**src/rtl/gpmc_async_target.sv**
```systemverilog
// GPMC asynchronous-mode target: oversamples the host pins in the fabric
// clock domain and turns each host read/write strobe into one request and
// response transaction on the internal register bus.
module gpmc_async_target #(
    parameter int                    ADDR_WIDTH  = 16,
    parameter int                    DATA_WIDTH  = 16,
    parameter int                    CS_COUNT    = 8,
    parameter int                    MUXED       = 1,
    parameter int                    SYNC_STAGES = 2,
    parameter int                    TIMEOUT     = 255,
    parameter logic [DATA_WIDTH-1:0] ERR_DATA    = 16'hDEAD
) (
    input  logic                          clk,
    input  logic                          rst,
    input  logic [CS_COUNT-1:0]           gpmc_cs_n,
    input  logic                          gpmc_adv_n,
    input  logic                          gpmc_oe_n,
    input  logic                          gpmc_we_n,
    input  logic [DATA_WIDTH/8-1:0]       gpmc_be_n,
    input  logic [ADDR_WIDTH-1:0]         gpmc_addr,
    input  logic [DATA_WIDTH-1:0]         gpmc_data_i,
    output logic [DATA_WIDTH-1:0]         gpmc_data_o,
    output logic                          gpmc_data_oe,
    output logic                          gpmc_wait_n,
    output logic                          bus_req_valid,
    input  logic                          bus_req_ready,
    output logic                          bus_req_write,
    output logic [$clog2(CS_COUNT)-1:0]   bus_req_cs,
    output logic [ADDR_WIDTH-1:0]         bus_req_addr,
    output logic [DATA_WIDTH-1:0]         bus_req_wdata,
    output logic [DATA_WIDTH/8-1:0]       bus_req_be,
    input  logic                          bus_rsp_valid,
    input  logic [DATA_WIDTH-1:0]         bus_rsp_rdata,
    output logic                          err_timeout,
    output logic                          err_multi_cs
);

    localparam int BW  = DATA_WIDTH / 8;
    localparam int CSW = $clog2(CS_COUNT);
    localparam int TW  = (TIMEOUT < 1) ? 1 : $clog2(TIMEOUT + 1);
    localparam int SW  = CS_COUNT + 3 + BW + ADDR_WIDTH + DATA_WIDTH;
    // Idle pin image: all strobes and selects deasserted, address/data zero.
    localparam logic [SW-1:0] PINS_IDLE = {{(CS_COUNT + 3 + BW){1'b1}},
                                           {(ADDR_WIDTH + DATA_WIDTH){1'b0}}};

    typedef enum logic [2:0] {
        S_IDLE,
        S_ADDR,
        S_ACTIVE,
        S_REQ,
        S_RSP,
        S_DRIVE,
        S_DRAIN
    } state_t;

    logic [SW-1:0]         sync_q [SYNC_STAGES];
    logic [SW-1:0]         sync_d [SYNC_STAGES];
    logic [2:0]            edge_q, edge_d;

    logic [CS_COUNT-1:0]   s_cs_n;
    logic                  s_adv_n, s_oe_n, s_we_n;
    logic [BW-1:0]         s_be_n;
    logic [ADDR_WIDTH-1:0] s_addr;
    logic [DATA_WIDTH-1:0] s_data;

    logic                  adv_rise, oe_fall, oe_rise, we_rise;
    logic                  cs_hit, cs_multi;
    logic [CSW-1:0]        cs_first;
    logic [ADDR_WIDTH-1:0] muxed_addr;

    state_t                state_q, state_d;
    logic [CSW-1:0]        cs_idx_q, cs_idx_d;
    logic [ADDR_WIDTH-1:0] addr_q, addr_d;
    logic [DATA_WIDTH-1:0] wdata_q, wdata_d;
    logic [BW-1:0]         be_q, be_d;
    logic                  write_q, write_d;
    logic [DATA_WIDTH-1:0] rdata_q, rdata_d;
    logic [TW-1:0]         tmo_q, tmo_d;
    logic                  drain_req_q, drain_req_d;
    logic                  err_tmo_q, err_tmo_d;
    logic                  err_multi_q, err_multi_d;

    // Synchroniser chain: every pin travels together so a sample is coherent.
    always_comb begin
        sync_d[0] = {gpmc_cs_n, gpmc_adv_n, gpmc_oe_n, gpmc_we_n,
                     gpmc_be_n, gpmc_addr, gpmc_data_i};
        for (int i = 1; i < SYNC_STAGES; i++) begin
            sync_d[i] = sync_q[i-1];
        end
    end

    // Synchroniser registers, forced to the idle pin image on reset.
    always_ff @(posedge clk) begin
        if (rst) begin
            for (int i = 0; i < SYNC_STAGES; i++) begin
                sync_q[i] <= PINS_IDLE;
            end
        end else begin
            sync_q <= sync_d;
        end
    end

    assign {s_cs_n, s_adv_n, s_oe_n, s_we_n, s_be_n, s_addr, s_data} = sync_q[SYNC_STAGES-1];
    assign edge_d   = {s_adv_n, s_oe_n, s_we_n};
    assign adv_rise =  s_adv_n & ~edge_q[2];
    assign oe_fall  = ~s_oe_n  &  edge_q[1];
    assign oe_rise  =  s_oe_n  & ~edge_q[1];
    assign we_rise  =  s_we_n  & ~edge_q[0];

    // Previous-sample register for strobe edge detection.
    always_ff @(posedge clk) begin
        if (rst) begin
            edge_q <= 3'b111;
        end else begin
            edge_q <= edge_d;
        end
    end

    // Chip-select decode: lowest asserted index wins, flag more than one.
    always_comb begin
        cs_hit   = 1'b0;
        cs_multi = 1'b0;
        cs_first = '0;
        for (int i = 0; i < CS_COUNT; i++) begin
            if (!s_cs_n[i]) begin
                if (cs_hit) begin
                    cs_multi = 1'b1;
                end else begin
                    cs_first = CSW'(i);
                end
                cs_hit = 1'b1;
            end
        end
    end

    // Muxed address: upper bits from the address pins, low bits from AD.
    always_comb begin
        muxed_addr                 = s_addr;
        muxed_addr[DATA_WIDTH-1:0] = s_data;
    end

    // Access sequencer: next state and the per-access register updates.
    always_comb begin
        state_d     = state_q;
        cs_idx_d    = cs_idx_q;
        addr_d      = addr_q;
        wdata_d     = wdata_q;
        be_d        = be_q;
        write_d     = write_q;
        rdata_d     = rdata_q;
        tmo_d       = tmo_q;
        drain_req_d = drain_req_q;
        err_tmo_d   = 1'b0;
        err_multi_d = 1'b0;
        case (state_q)
            S_IDLE: begin
                if (cs_hit) begin
                    cs_idx_d    = cs_first;
                    err_multi_d = cs_multi;
                    if (MUXED != 0) begin
                        state_d = S_ADDR;
                    end else begin
                        addr_d  = s_addr;
                        state_d = S_ACTIVE;
                    end
                end
            end
            S_ADDR: begin
                if (!cs_hit) begin
                    state_d = S_IDLE;
                end else if (adv_rise) begin
                    addr_d  = muxed_addr;
                    state_d = S_ACTIVE;
                end
            end
            S_ACTIVE: begin
                if (!cs_hit) begin
                    state_d = S_IDLE;
                end else if (oe_fall) begin
                    write_d = 1'b0;
                    state_d = S_REQ;
                end else if (we_rise) begin
                    write_d = 1'b1;
                    wdata_d = s_data;
                    be_d    = ~s_be_n;
                    state_d = S_REQ;
                end
            end
            S_REQ: begin
                if (bus_req_ready) begin
                    tmo_d       = TW'(TIMEOUT);
                    drain_req_d = 1'b0;
                    state_d     = cs_hit ? S_RSP : S_DRAIN;
                end else if (!cs_hit) begin
                    drain_req_d = 1'b1;
                    state_d     = S_DRAIN;
                end
            end
            S_RSP: begin
                if (!cs_hit) begin
                    drain_req_d = 1'b0;
                    state_d     = bus_rsp_valid ? S_IDLE : S_DRAIN;
                end else if (bus_rsp_valid || tmo_q == '0) begin
                    err_tmo_d = ~bus_rsp_valid;
                    if (write_q) begin
                        addr_d  = addr_q + ADDR_WIDTH'(1);
                        state_d = S_ACTIVE;
                    end else begin
                        rdata_d = bus_rsp_valid ? bus_rsp_rdata : ERR_DATA;
                        state_d = S_DRIVE;
                    end
                end else begin
                    tmo_d = tmo_q - TW'(1);
                end
            end
            S_DRIVE: begin
                if (!cs_hit) begin
                    state_d = S_IDLE;
                end else if (oe_rise) begin
                    addr_d  = addr_q + ADDR_WIDTH'(1);
                    state_d = S_ACTIVE;
                end
            end
            S_DRAIN: begin
                // Abandoned access: finish the bus handshake silently.
                if (drain_req_q) begin
                    if (bus_req_ready) begin
                        drain_req_d = 1'b0;
                        tmo_d       = TW'(TIMEOUT);
                    end
                end else if (bus_rsp_valid || tmo_q == '0) begin
                    state_d = S_IDLE;
                end else begin
                    tmo_d = tmo_q - TW'(1);
                end
            end
            default: state_d = S_IDLE;
        endcase
    end

    // Sequencer state and access registers.
    always_ff @(posedge clk) begin
        if (rst) begin
            state_q     <= S_IDLE;
            cs_idx_q    <= '0;
            addr_q      <= '0;
            wdata_q     <= '0;
            be_q        <= '0;
            write_q     <= 1'b0;
            rdata_q     <= '0;
            tmo_q       <= '0;
            drain_req_q <= 1'b0;
            err_tmo_q   <= 1'b0;
            err_multi_q <= 1'b0;
        end else begin
            state_q     <= state_d;
            cs_idx_q    <= cs_idx_d;
            addr_q      <= addr_d;
            wdata_q     <= wdata_d;
            be_q        <= be_d;
            write_q     <= write_d;
            rdata_q     <= rdata_d;
            tmo_q       <= tmo_d;
            drain_req_q <= drain_req_d;
            err_tmo_q   <= err_tmo_d;
            err_multi_q <= err_multi_d;
        end
    end

    assign bus_req_valid = (state_q == S_REQ) || (state_q == S_DRAIN && drain_req_q);
    assign bus_req_write = write_q;
    assign bus_req_cs    = cs_idx_q;
    assign bus_req_addr  = addr_q;
    assign bus_req_wdata = wdata_q;
    assign bus_req_be    = be_q;
    assign gpmc_wait_n   = !(state_q == S_REQ || state_q == S_RSP || state_q == S_DRAIN);
    assign gpmc_data_oe  = (state_q == S_DRIVE);
    assign gpmc_data_o   = rdata_q;
    assign err_timeout   = err_tmo_q;
    assign err_multi_cs  = err_multi_q;

endmodule
```
**config.mk**
```make
export PLATFORM = sky130hd
export DESIGN_NAME = gpmc_async_target
export DESIGN_NICKNAME = d
export VERILOG_FILES = /design/src/rtl/gpmc_async_target.sv
export SDC_FILE = /design/constraint.sdc
export NUM_CORES = 1
export LEC_CHECK = 0
export ABC_AREA = 0
export ABC_CLOCK_PERIOD_IN_PS = 5800
export BUFFER_PORTS_ARGS = -buffer_cell sky130_fd_sc_hd__buf_2
export CORE_MARGIN = 2
export CORE_UTILIZATION = 57
export DETAILED_ROUTE_END_ITERATION = 7
export PLACE_DENSITY = 0.88
export SYNTH_ARGS = -nofsm -noshare
export SYNTH_HDL_FRONTEND = slang
export SYNTH_SLANG_ARGS = --single-unit
```
**constraint.sdc**
```tcl
create_clock -name clk -period 5.8 [get_ports clk]
set_input_delay 1.45 -clock clk [delete_from_list [all_inputs] [get_ports clk]]
set_output_delay 1.45 -clock clk [all_outputs]
set_load 0.005 [all_outputs]
```
* After elaboration in Yosys (flattened, before gate mapping)
Cells that the tools add are included.
Word-level totals: output and inout bits 59, register bits after elaboration 161, input bits 65, word-level logic and storage cells 150
Operators by class: bitwise operators 16, reductions and logical operators 21, add/sub/neg operators 2, eq/ne operators 22, mux-type cells 75
Operator list (count):
- $mux W16 | 8
- $mux W3 | 28
- $pmux W16 S3 | 1
- $mux W8 | 4
- $mux W1 | 30
- $pmux W8 S3 | 1
- $pmux W3 S7 | 1
- $ne A2 B2 Y1 const B | 9
- $add A16 B1 Y16 const B | 1
- $reduce_and A8 Y1 | 2
- $ne A3 B3 Y1 const B | 4
- $not A1 Y1 | 11
- $eq A3 B3 Y1 const B | 3
- $logic_not A8 Y1 | 1
- $reduce_and A4 Y1 | 2
- $sub A8 B1 Y8 const B | 1
- $eq A3 B2 Y1 const B | 2
- $reduce_and A3 Y1 | 2
- $reduce_bool A3 Y1 | 2
- $and A1 B1 Y1 | 4
- $logic_or A1 B1 Y1 | 4
- $ne A2 B1 Y1 const B | 2
- $ne A4 B4 Y1 const B | 1
- $reduce_and A2 Y1 | 2
- 10 further kinds | 10

* Longest topological paths before layout
depth after elaboration 14, mapped depth 10, gate-level depth less buffers 8

* Worst setup path after synthesis
Ideal clock, no wire load.
kind input-to-reg, start input bus_rsp_valid, end register addr_q[0], in the netlist bus_req_addr[0], required time 5.726 ns, cell stages on the path 6, setup time 0.074 ns, arrival time 2.632 ns, slack 3.093 ns, cell sequence a21o_4 a21boi_2 or4_1 clkbuf_2 or3_1 a31oi_1
On the way: cells in the longest elaborated chain, start to end 3
Ends and longest elaborated chain:
- from (decl) | RTL line 32 | input logic bus_rsp_valid,
- $logic_or A1 B1 Y1 | RTL line 203 | end else if (bus_rsp_valid || tmo_q == '0) begin
- $ne A2 B2 Y1 (no line)
- $reduce_and A8 Y1 (no line)
- to (signal assigned) | RTL line 258 | addr_q <= addr_d;
- to (decl) | RTL line 73 | logic [ADDR_WIDTH-1:0] addr_q, addr_d;
No other way between the ends. A chain may end at the register's enable or synchronous reset.

* Worst setup path in the final report
start register state_q[2], end output bus_req_valid
On the way: cells in the longest elaborated chain, start to end 3
Ends and longest elaborated chain:
- from (decl) | RTL line 71 | state_t state_q, state_d;
- from (signal assigned) | RTL line 256 | state_q <= state_d;
- $eq A3 B3 Y1 | RTL line 270 | assign bus_req_valid = (state_q == S_REQ) || (state_q == S_DRAIN && drain_req_q);
- $logic_and A1 B1 Y1 | RTL line 270
- $logic_or A1 B1 Y1 (*) | RTL line 270
- to (decl) | RTL line 25 | output logic bus_req_valid,
Every way passes the cells marked *; elsewhere a longest branch is shown, timed or not.

==> key figures <==
Run status
  • Status: complete, no violations

Logic synthesis
  • Synthesized area: 5020 µm²
  • Yosys warnings: 0
  • Yosys cell types: 48
  • Synth Area per Inst: 8.63 µm²
  • Syn Nets: 650
  • Post-synth EDFFs: 0
  • Seq cells post-synth: 129
  • Mapped Cells: 582
  • Top FF cell, synth: dfxtp_1
  • Asr flop ratio synth: 0%
  • Post-synthesis sequential area ratio: 51.4%

Floorplanning
  • Die Width: 97.9 µm
  • Initial core utilization: 58.2%
  • Ports: 124
  • Standard-cell row count: 34
  • Total core area: 8640 µm²
  • Die H: 97.9 µm
  • Die Area: 9580 µm²

STA
  • Setup TNS: 0 ns
  • Minimum clock period: 3.32 ns
  • Final clock skew: 0.00881 ns
  • Slew Limit Headroom: 33.1%
  • Worst-Margin Slew: 1.00 ns
  • Final Worst Setup Slack: 2.48 ns
  • Crit share post-route: 57.2%
  • RSZ-0062 raised after global routing: no
  • Max-slew violation count: 0
  • Fin. Hold Viols: 0
  • Peak Freq: 0.301 GHz
  • Final setup fails: 0

Setup path
  • Critical path start-end classification: reg2out
  • Critical R2R Capture: bus_req_addr[2]
  • CP Data Arrival Time: 1.87 ns
  • Worst setup startpoint: state_q[2]
  • R2R Setup Slk: 2.84 ns
  • Worst endpoint required time: 4.35 ns
  • CP Max Fanout: 15
  • Crit path capture type: output port
  • Critical path startpoint category: flip-flop
  • Worst R2R Path Depth: 6
  • FF-to-FF Start: state_q[2]

Route
  • WL/cell: 15.4 µm
  • Total vias in the final route: 4657
  • Via/cell ratio: 5.83
  • 1st-iter DRT viols: 387
  • Routed wire length: 12300 µm
  • Final ANT Viol Nets: 0
  • # DRC: 0
  • Drt first pass iters: 7

Global routing
  • Antenna violations before repair: 0
  • Vias in the first global route: 4337
  • Largest net degree at the start of global routing: 88
  • First-pass GRT wire length: 20500 µm
  • Gr usage total: 26.0%
  • Grt total ovfl: 0

Job
  • Maxcap violations: 0

Power
  • Peak supply drop: 0.245 mV
  • Static leakage: 2.57 nW
  • PwrDens: 449 nW/µm²

Finish
  • Most frequent cells in the layout: 129 x dfxtp_1, 106 x buf_2, 79 x nand2_1, 59 x a21oi_1, 44 x nor2_1
  • Fillers: 625
  • Ant. Diodes: 0
  • Area grow syn2layout: 24.1%
  • Commonest non-fill, non-tap cell in the layout: dfxtp_1
  • Layout Utilization: 72.2%
  • Share of cells above drive strength 1: 26.0%
  • Final net count: 746

Hold path
  • Min-Delay Path Depth: 1
  • Worst Hold End: s_cs_n[0]
  • HP Start: sync_d[37]
  • Hold Crit Class: reg2reg

Clocking
  • Setup Fix Bufs, Post-CTS: 0
  • Hold-fix buffers, CTS: 0
  • Root Driver: clkbuf_8
  • Post_cts resized: 0
  • Worst-case clock buffer depth: 2
  • H-tree depth: 4
  • CTS buffer count: 17
  • Worst-path clk slew: 0.06 ns
  • Clock Sink Count: 129
  • Clk_lat worst skew: 0.51 ns
  • CTS tree: yes

Placed design
  • Pre-CTS WS: 2.50 ns
  • RePlAce Congestion: 0.885
  • HPWL after DPL: 7660 µm
  • Port Buffer Count: 107
## report_power, final
| group | total (W) | internal, W | switching, W |
|---|---|---|---|
| sequential | 0.00108 | 0.000978 | 0.0000974 |
| clock | 0.00112 | 0.000717 | 0.000406 |
| combinational | 0.000600 | 0.000242 | 0.000358 |
| total | 0.00280 | 0.00194 | 0.000861 |
## final cells by class
type	count	area, µm²	share of cell area, %
Sequential cell	129	2580	41.4
Multi-Input combinational cell	408	2270	36.4
Timing Repair Buffer	112	576	9.23
Clock buffer	18	428	6.86
Clock inverter	14	205	3.29
Tap cell	108	135	2.17
Inverter	10	37.5	0.602
## worst max-delay path, cell delays in order, from the launching register on
cell and delay (ns):
dfxtp_1 0.62, nor2b_1 0.28, nand2_1 0.09, a21oi_1 0.21, buf_2 0.16
## per-stage QoR
| step | cell area, µm² | power, W | hold WS [ns] | instances |
|---|---|---|---|---|
| after global routing | 6230 | 0.00292 | 0.425 | 799 |
| after floorplan | 5020 | 0.00149 | 0.389 | 582 |
| after detailed placement | 5600 | 0.00167 | 0.395 | 767 |
| final | 6230 | 0.00280 | 0.405 | 799 |
| after global placement | 5600 | 0.00164 | 0.391 | 767 |
| after CTS | 6230 | 0.00280 | 0.405 | 799 |
## state kept, by name (all words and copies together) (netlist names)
register / flops
edge_d: 3
drain_req_q: 1
edge_q: 3
bus_req_be: 2
bus_req_write: 1
bus_req_cs: 3
bus_req_wdata: 16
err_multi_cs: 1
err_timeout: 1
muxed_addr: 16
tmo_q: 8
state_q: 3
gpmc_data_o: 16
s_be_n: 2
sync_d: 29
s_cs_n: 8
bus_req_addr: 16
## routing by layer
layer  wire length (µm)  share of wire, %  GRT usage [%]  vias to the layer above
li1                   -                 -              -                     2229
met1               5000                41           31.7                     2180
met2               6110                50           44.4                      224
met3               1010               8.2           6.44                       24
met4                208               1.7           9.94                        0
met5                  0                 0              0                        -
## how the worst max path moves through the flow
stage / slack [ns] / endpoint / cells after the start
after global placement: 2.52 / bus_req_addr[0] / 6
after CTS: 2.53 / bus_req_valid / 4
after global routing: 2.44 / bus_req_valid / 4
final: 2.48 / bus_req_valid / 4
after floorplan: 3.09 / bus_req_addr[0] / 6
after detailed placement: 2.50 / bus_req_addr[0] / 6
## synth_stat cells (6+ instances only)
library cell    n  area share, %
inv_1          10           0.75
nand2b_1        6           0.75
dfxtp_1       129             51
o21ai_0        22            2.2
a211oi_1       14            2.1
a21oi_1        59            5.9
or2_2          31            3.9
a31oi_1        15            1.9
nor2b_1        37            4.6
nand2_1        79            5.9
nand3_1        11            1.1
nand4_1         6           0.75
clkbuf_1       32            2.4
nor2_1         44            3.3
nor3_1         23            2.3
## cell families after synthesis
kind of cell	share of synthesized area (%)
AO/OA/AOI/OAI	18.7
buffers and inverters	3.44
multiplexers	0.199
AND/OR/NAND/NOR	25.3
flip-flops	51.4
adder cells (fa/ha/maj)	0.946
Note: power is estimated with default switching activity, not from simulation.
